$ cat src/rtl/wb_cmd_master.sv
// Wishbone classic single-transfer initiator: takes one read/write command on a
// valid/ready port, runs one bus cycle with a wait-cycle timeout, and returns
// read data plus error/timeout status on a valid/ready response port.
module wb_cmd_master #(
  parameter int TIMEOUT_CYCLES = 255,
  parameter int CNT_W          = 16
) (
  input  logic        wb_clk_i,
  input  logic        wb_rst_i,
  input  logic        cmd_valid_i,
  output logic        cmd_ready_o,
  input  logic        cmd_we_i,
  input  logic [31:0] cmd_adr_i,
  input  logic [31:0] cmd_dat_i,
  input  logic [3:0]  cmd_sel_i,
  output logic        rsp_valid_o,
  input  logic        rsp_ready_i,
  output logic [31:0] rsp_dat_o,
  output logic        rsp_err_o,
  output logic        rsp_timeout_o,
  output logic        wb_cyc_o,
  output logic        wb_stb_o,
  output logic        wb_we_o,
  output logic [31:0] wb_adr_o,
  output logic [31:0] wb_dat_o,
  output logic [3:0]  wb_sel_o,
  input  logic [31:0] wb_dat_i,
  input  logic        wb_ack_i,
  input  logic        wb_err_i,
  output logic        busy_o
);

  typedef enum logic [1:0] {
    IDLE,
    BUS,
    RSP
  } state_e;

  // Counter value seen in the last stb cycle the slave is allowed to use.
  localparam logic [CNT_W-1:0] CntLast = CNT_W'(TIMEOUT_CYCLES - 1);

  state_e            state_q, state_d;
  logic [CNT_W-1:0]  cnt_q, cnt_d;
  logic              cyc_q, cyc_d;
  logic              we_q, we_d;
  logic [31:0]       adr_q, adr_d;
  logic [31:0]       dat_q, dat_d;
  logic [3:0]        sel_q, sel_d;
  logic              rspValid_q, rspValid_d;
  logic              rspErr_q, rspErr_d;
  logic              rspTimeout_q, rspTimeout_d;
  logic [31:0]       rspDat_q, rspDat_d;

  // State and datapath registers; reset drops any bus cycle and pending response.
  always_ff @(posedge wb_clk_i) begin
    if (wb_rst_i) begin
      state_q      <= IDLE;
      cnt_q        <= '0;
      cyc_q        <= 1'b0;
      we_q         <= 1'b0;
      adr_q        <= '0;
      dat_q        <= '0;
      sel_q        <= '0;
      rspValid_q   <= 1'b0;
      rspErr_q     <= 1'b0;
      rspTimeout_q <= 1'b0;
      rspDat_q     <= '0;
    end else begin
      state_q      <= state_d;
      cnt_q        <= cnt_d;
      cyc_q        <= cyc_d;
      we_q         <= we_d;
      adr_q        <= adr_d;
      dat_q        <= dat_d;
      sel_q        <= sel_d;
      rspValid_q   <= rspValid_d;
      rspErr_q     <= rspErr_d;
      rspTimeout_q <= rspTimeout_d;
      rspDat_q     <= rspDat_d;
    end
  end

  // Next-state logic: accept in IDLE, terminate by err > ack > timeout in BUS,
  // hold the response in RSP until the consumer takes it.
  always_comb begin
    state_d      = state_q;
    cnt_d        = cnt_q;
    cyc_d        = cyc_q;
    we_d         = we_q;
    adr_d        = adr_q;
    dat_d        = dat_q;
    sel_d        = sel_q;
    rspValid_d   = rspValid_q;
    rspErr_d     = rspErr_q;
    rspTimeout_d = rspTimeout_q;
    rspDat_d     = rspDat_q;

    unique case (state_q)
      IDLE: begin
        if (cmd_valid_i) begin
          we_d    = cmd_we_i;
          adr_d   = cmd_adr_i;
          dat_d   = cmd_dat_i;
          sel_d   = cmd_sel_i;
          cyc_d   = 1'b1;
          cnt_d   = '0;
          state_d = BUS;
        end
      end
      BUS: begin
        if (wb_err_i) begin
          rspErr_d     = 1'b1;
          rspTimeout_d = 1'b0;
          rspDat_d     = '0;
          rspValid_d   = 1'b1;
          cyc_d        = 1'b0;
          state_d      = RSP;
        end else if (wb_ack_i) begin
          rspErr_d     = 1'b0;
          rspTimeout_d = 1'b0;
          rspDat_d     = we_q ? 32'd0 : wb_dat_i;
          rspValid_d   = 1'b1;
          cyc_d        = 1'b0;
          state_d      = RSP;
        end else if (cnt_q == CntLast) begin
          rspErr_d     = 1'b0;
          rspTimeout_d = 1'b1;
          rspDat_d     = '0;
          rspValid_d   = 1'b1;
          cyc_d        = 1'b0;
          state_d      = RSP;
        end else begin
          cnt_d = cnt_q + CNT_W'(1);
        end
      end
      RSP: begin
        if (rsp_ready_i) begin
          rspValid_d   = 1'b0;
          rspErr_d     = 1'b0;
          rspTimeout_d = 1'b0;
          state_d      = IDLE;
        end
      end
      default: begin
        state_d = IDLE;
        cyc_d   = 1'b0;
      end
    endcase
  end

  assign cmd_ready_o   = (state_q == IDLE);
  assign busy_o        = (state_q != IDLE);
  assign wb_cyc_o      = cyc_q;
  assign wb_stb_o      = cyc_q;
  assign wb_we_o       = we_q;
  assign wb_adr_o      = adr_q;
  assign wb_dat_o      = dat_q;
  assign wb_sel_o      = sel_q;
  assign rsp_valid_o   = rspValid_q;
  assign rsp_err_o     = rspErr_q;
  assign rsp_timeout_o = rspTimeout_q;
  assign rsp_dat_o     = rspDat_q;

endmodule
$ cat config.mk
export PLATFORM = sky130hd
export DESIGN_NAME = wb_cmd_master
export DESIGN_NICKNAME = d
export VERILOG_FILES = /design/src/rtl/wb_cmd_master.sv
export SDC_FILE = /design/constraint.sdc
export NUM_CORES = 1
export LEC_CHECK = 0
export ABC_AREA = 1
export BUFFER_PORTS_ARGS = -buffer_cell sky130_fd_sc_hd__buf_2
export CAP_MARGIN = 20
export CORE_MARGIN = 1.5
export CORE_UTILIZATION = 43
export CTS_CLUSTER_DIAMETER = 120
export DETAILED_ROUTE_END_ITERATION = 10
export PLACE_DENSITY = 0.88
export SLEW_MARGIN = 20
export SYNTH_ARGS = -nofsm -noshare
export SYNTH_HDL_FRONTEND = slang
export SYNTH_SLANG_ARGS = --single-unit
$ cat constraint.sdc
create_clock -name wb_clk_i -period 1.8 [get_ports wb_clk_i]
set_clock_uncertainty 0.15 [all_clocks]
set_input_delay 0.09 -clock wb_clk_i [delete_from_list [all_inputs] [get_ports wb_clk_i]]
set_output_delay 0.09 -clock wb_clk_i [all_outputs]
set_load 0.05 [all_outputs]
==> impl_metrics.yaml <==
logic_synthesis:
  synthTopCellsByArea: "dfxtp_1 (47%), nor2_1 (16%), nand2_1 (7.5%)"
  synth_top_area_share_pct: 47.3
  yosysWarnings: 0
  synth_seq_area_share_pct: 47.3
  synth.most_common_cell: "nor2_1"
  synth-edff-count: 0
  syn_inst: 754
  ys_seq_elements: 123
  syn_area_um2: 5210
  yosys-top-cells-count: "nor2_1 (216), dfxtp_1 (123), nand2_1 (104), o21ai_0 (72), inv_1 (64)"
  synth_area_leader_cell: "dfxtp_1"
  syn_area_per_cell_um2: 6.91
  async_flop_share_pct: 0
  ys.flop_type: "dfxtp_1"
  synth_nets: 867
  synth.distinct_cells: 28
route:
  vias: 6243
  vias_per_cell: 5.08
  drtAntennaViolNets: 0
  first_pass_iters: 8
  routedWlPerCell_um: 14.9
  drt_iter0_markers: 574
  drc: 0
  wl_mm: 18.3
power_and_ir_drop:
  peakVddDrop_v: 0.00114
  p_leak_uw: 0.00399
  power_uw: 13100
  powerDensity_nw_per_um2: 1590
global_routing:
  grt-ovfl-total: 0
  first_global_vias: 5966
  grt_use_total_pct: 28.2
  grt_pass1_wl_mm: 28.6
  antenna_found_initial: 0
  grt_max_degree: 70
final_layout:
  fin_nets: 1182
  drive_gt1_share_pct: 26.8
  area.growth.synth_to_final_pct: 58.1
  fill_cells: 845
  antenna_cells: 0
placed_design:
  place.gp.congestion: 0.855
  hpwl_mm: 9.57
  port_buffers: 214
critical_path:
  worstSetupStartpoint: "cnt_q[2]"
  max_stage_delay_ps: 420
  crit_type: "register to register"
  regToRegStartpoint: "cnt_q[2]"
  critical_path.top_delay_family: "simple AND/OR/NAND/NOR gates"
  critPathSlowestCell: "dfxtp_1"
  critPathRequiredTime_ps: 1980
  worstPathArrival_ps: 1900
  path_buf_inv: 2
  cp-end-kind: "register"
  start_kind: "register"
  cp_max_fo: 25
  path_cells: "nand2_1 -> inv_1 -> nand2_1 -> nor2_2 -> nand2_2 -> nand2_4 -> buf_6 -> nand3_1 -> a21oi_1"
  cp_common_cell: "nand2_1"
floorplanning:
  initial_core_util_pct: 43.7
  rows: 40
  die_x_um: 113
  die_y_um: 113
  core_area_um2: 11900
  num_io_pins: 215
  dieArea_um2: 12800
timing:
  fin_crit_ps: 1720
  slew_headroom_pct: 65.6
  fmax_mhz: 581
  worstMarginPinSlew_ps: 515
  setup_viol: 0
  rsz0062_at_grt: "true"
  drv_slew: 0
  hold_viol_final: 0
  finalCritPeriodShare_pct: 95.6
  setup_tns_ps: 0
min_path:
  hold_path_class: "input port to register"
  worstHoldStart: "wb_rst_i"
clock_network:
  cts_buffer_depth: 2
  cts_tree: "yes"
  htree_levels: 4
  numCtsBuffers: 17
  clkTransAtPathRegs_ps: 60
  numClockSinks: 123
  clkLatencyLatePin_ps: 410
  root_buffer: "clkbuf_16"
flow_run:
  maxCapViolCount: 0
run_status:
  status: "finished, final reports clean"
layout make-up:
class	instances	area, um2	area share, %
sequential	123	2470	29.9
multi-input combinational	520	2350	28.5
timing repair buffer	340	2350	28.5
clock buffer	21	460	5.59
inverter	67	258	3.13
tap	147	184	2.23
clock inverter	11	166	2.02
layout by cell type, fill, tap and decap left out, types with 5 or more instances in the layout:
cell type / n
dlygate4sd3_1: 105
buf_12: 5
clkbuf_16: 17
a21oi_1: 44
ha_1: 5
inv_1: 61
nor2_1: 213
buf_4: 14
nand3_1: 53
buf_2: 214
o21ai_0: 72
dfxtp_1: 120
nand4_1: 5
nand2_1: 102
power breakdown:
group	total, uW	leakage (uW)	internal [uW]	switching, uW
sequential	3700	0.00101	3330	370
combinational	5760	0.00268	1550	4210
clock	3610	0.000299	2380	1230
worst reg2reg max path, delay by kind of cell, from the launching register on:
kind | cells | cell delay [ps]
buffers and inverters | 2 | 270
AND/OR/NAND/NOR | 6 | 600
flip-flops | 1 | 420
AO/OA/AOI/OAI | 1 | 200
cell families (layout without fill, tap and decap cells):
family,Yosys count,in the layout,synth area share [%]
simple gates,393,393,30.8
compound gates,119,119,11.7
flops,123,123,47.3
fa+ha+maj,6,6,1.44
xor+xnor,2,2,0.336
buf+inv,111,439,8.43
final timing paths:
kind                   end  slack (ps)  cells past startpoint
max          rsp_dat_o[16]          80                      9
min             state_q[1]          30                      4
max reg2reg  rsp_dat_o[16]          80                      9
min reg2reg      rsp_err_o         310                      2
layer usage:
metal | wire length, um | vias to the layer above | GRT usage (%)
met5 | 0 | - | 0
met4 | 776 | 0 | 13.8
met1 | 6960 | 2809 | 31.3
met2 | 8970 | 351 | 48.6
li1 | - | 3009 | -
met3 | 1640 | 74 | 9.16
repair_timing:
item	CTS	global route
setup buffers	0	0
endpoints found under the setup margin	0	40
gates resized for setup	0	12
hold buffers	105	0
hold endpoints to repair	106	0
flip-flops by register name, indices dropped and copies added, names as in the netlist:
| register | cells |
|---|---|
| cnt_q | 16 |
| rsp_dat_o | 32 |
| rsp_err_o | 1 |
| rsp_timeout_o | 1 |
| rsp_valid_o | 1 |
| state_q | 2 |
| wb_adr_o | 32 |
| wb_cyc_o | 1 |
| wb_dat_o | 32 |
| wb_sel_o | 4 |
| wb_we_o | 1 |
stage by stage:
stage / area, um2 / setup slack [ps] / hold WS (ps) / cells / util (%)
after detailed placement: 6520 / 74.1 / 181 / 1092 / 54.7
final: 8230 / 79.7 / 28.5 / 1229 / 69.1
after floorplan: 5230 / -172 / 88.8 / 754 / -
after CTS: 8200 / 60.0 / 16.0 / 1229 / 68.8
after global placement: 6520 / 137 / 179 / 1092 / 54.7
after global routing: 8230 / -63.4 / 85.3 / 1229 / 69.1
Power figures use the tool's default switching activity.
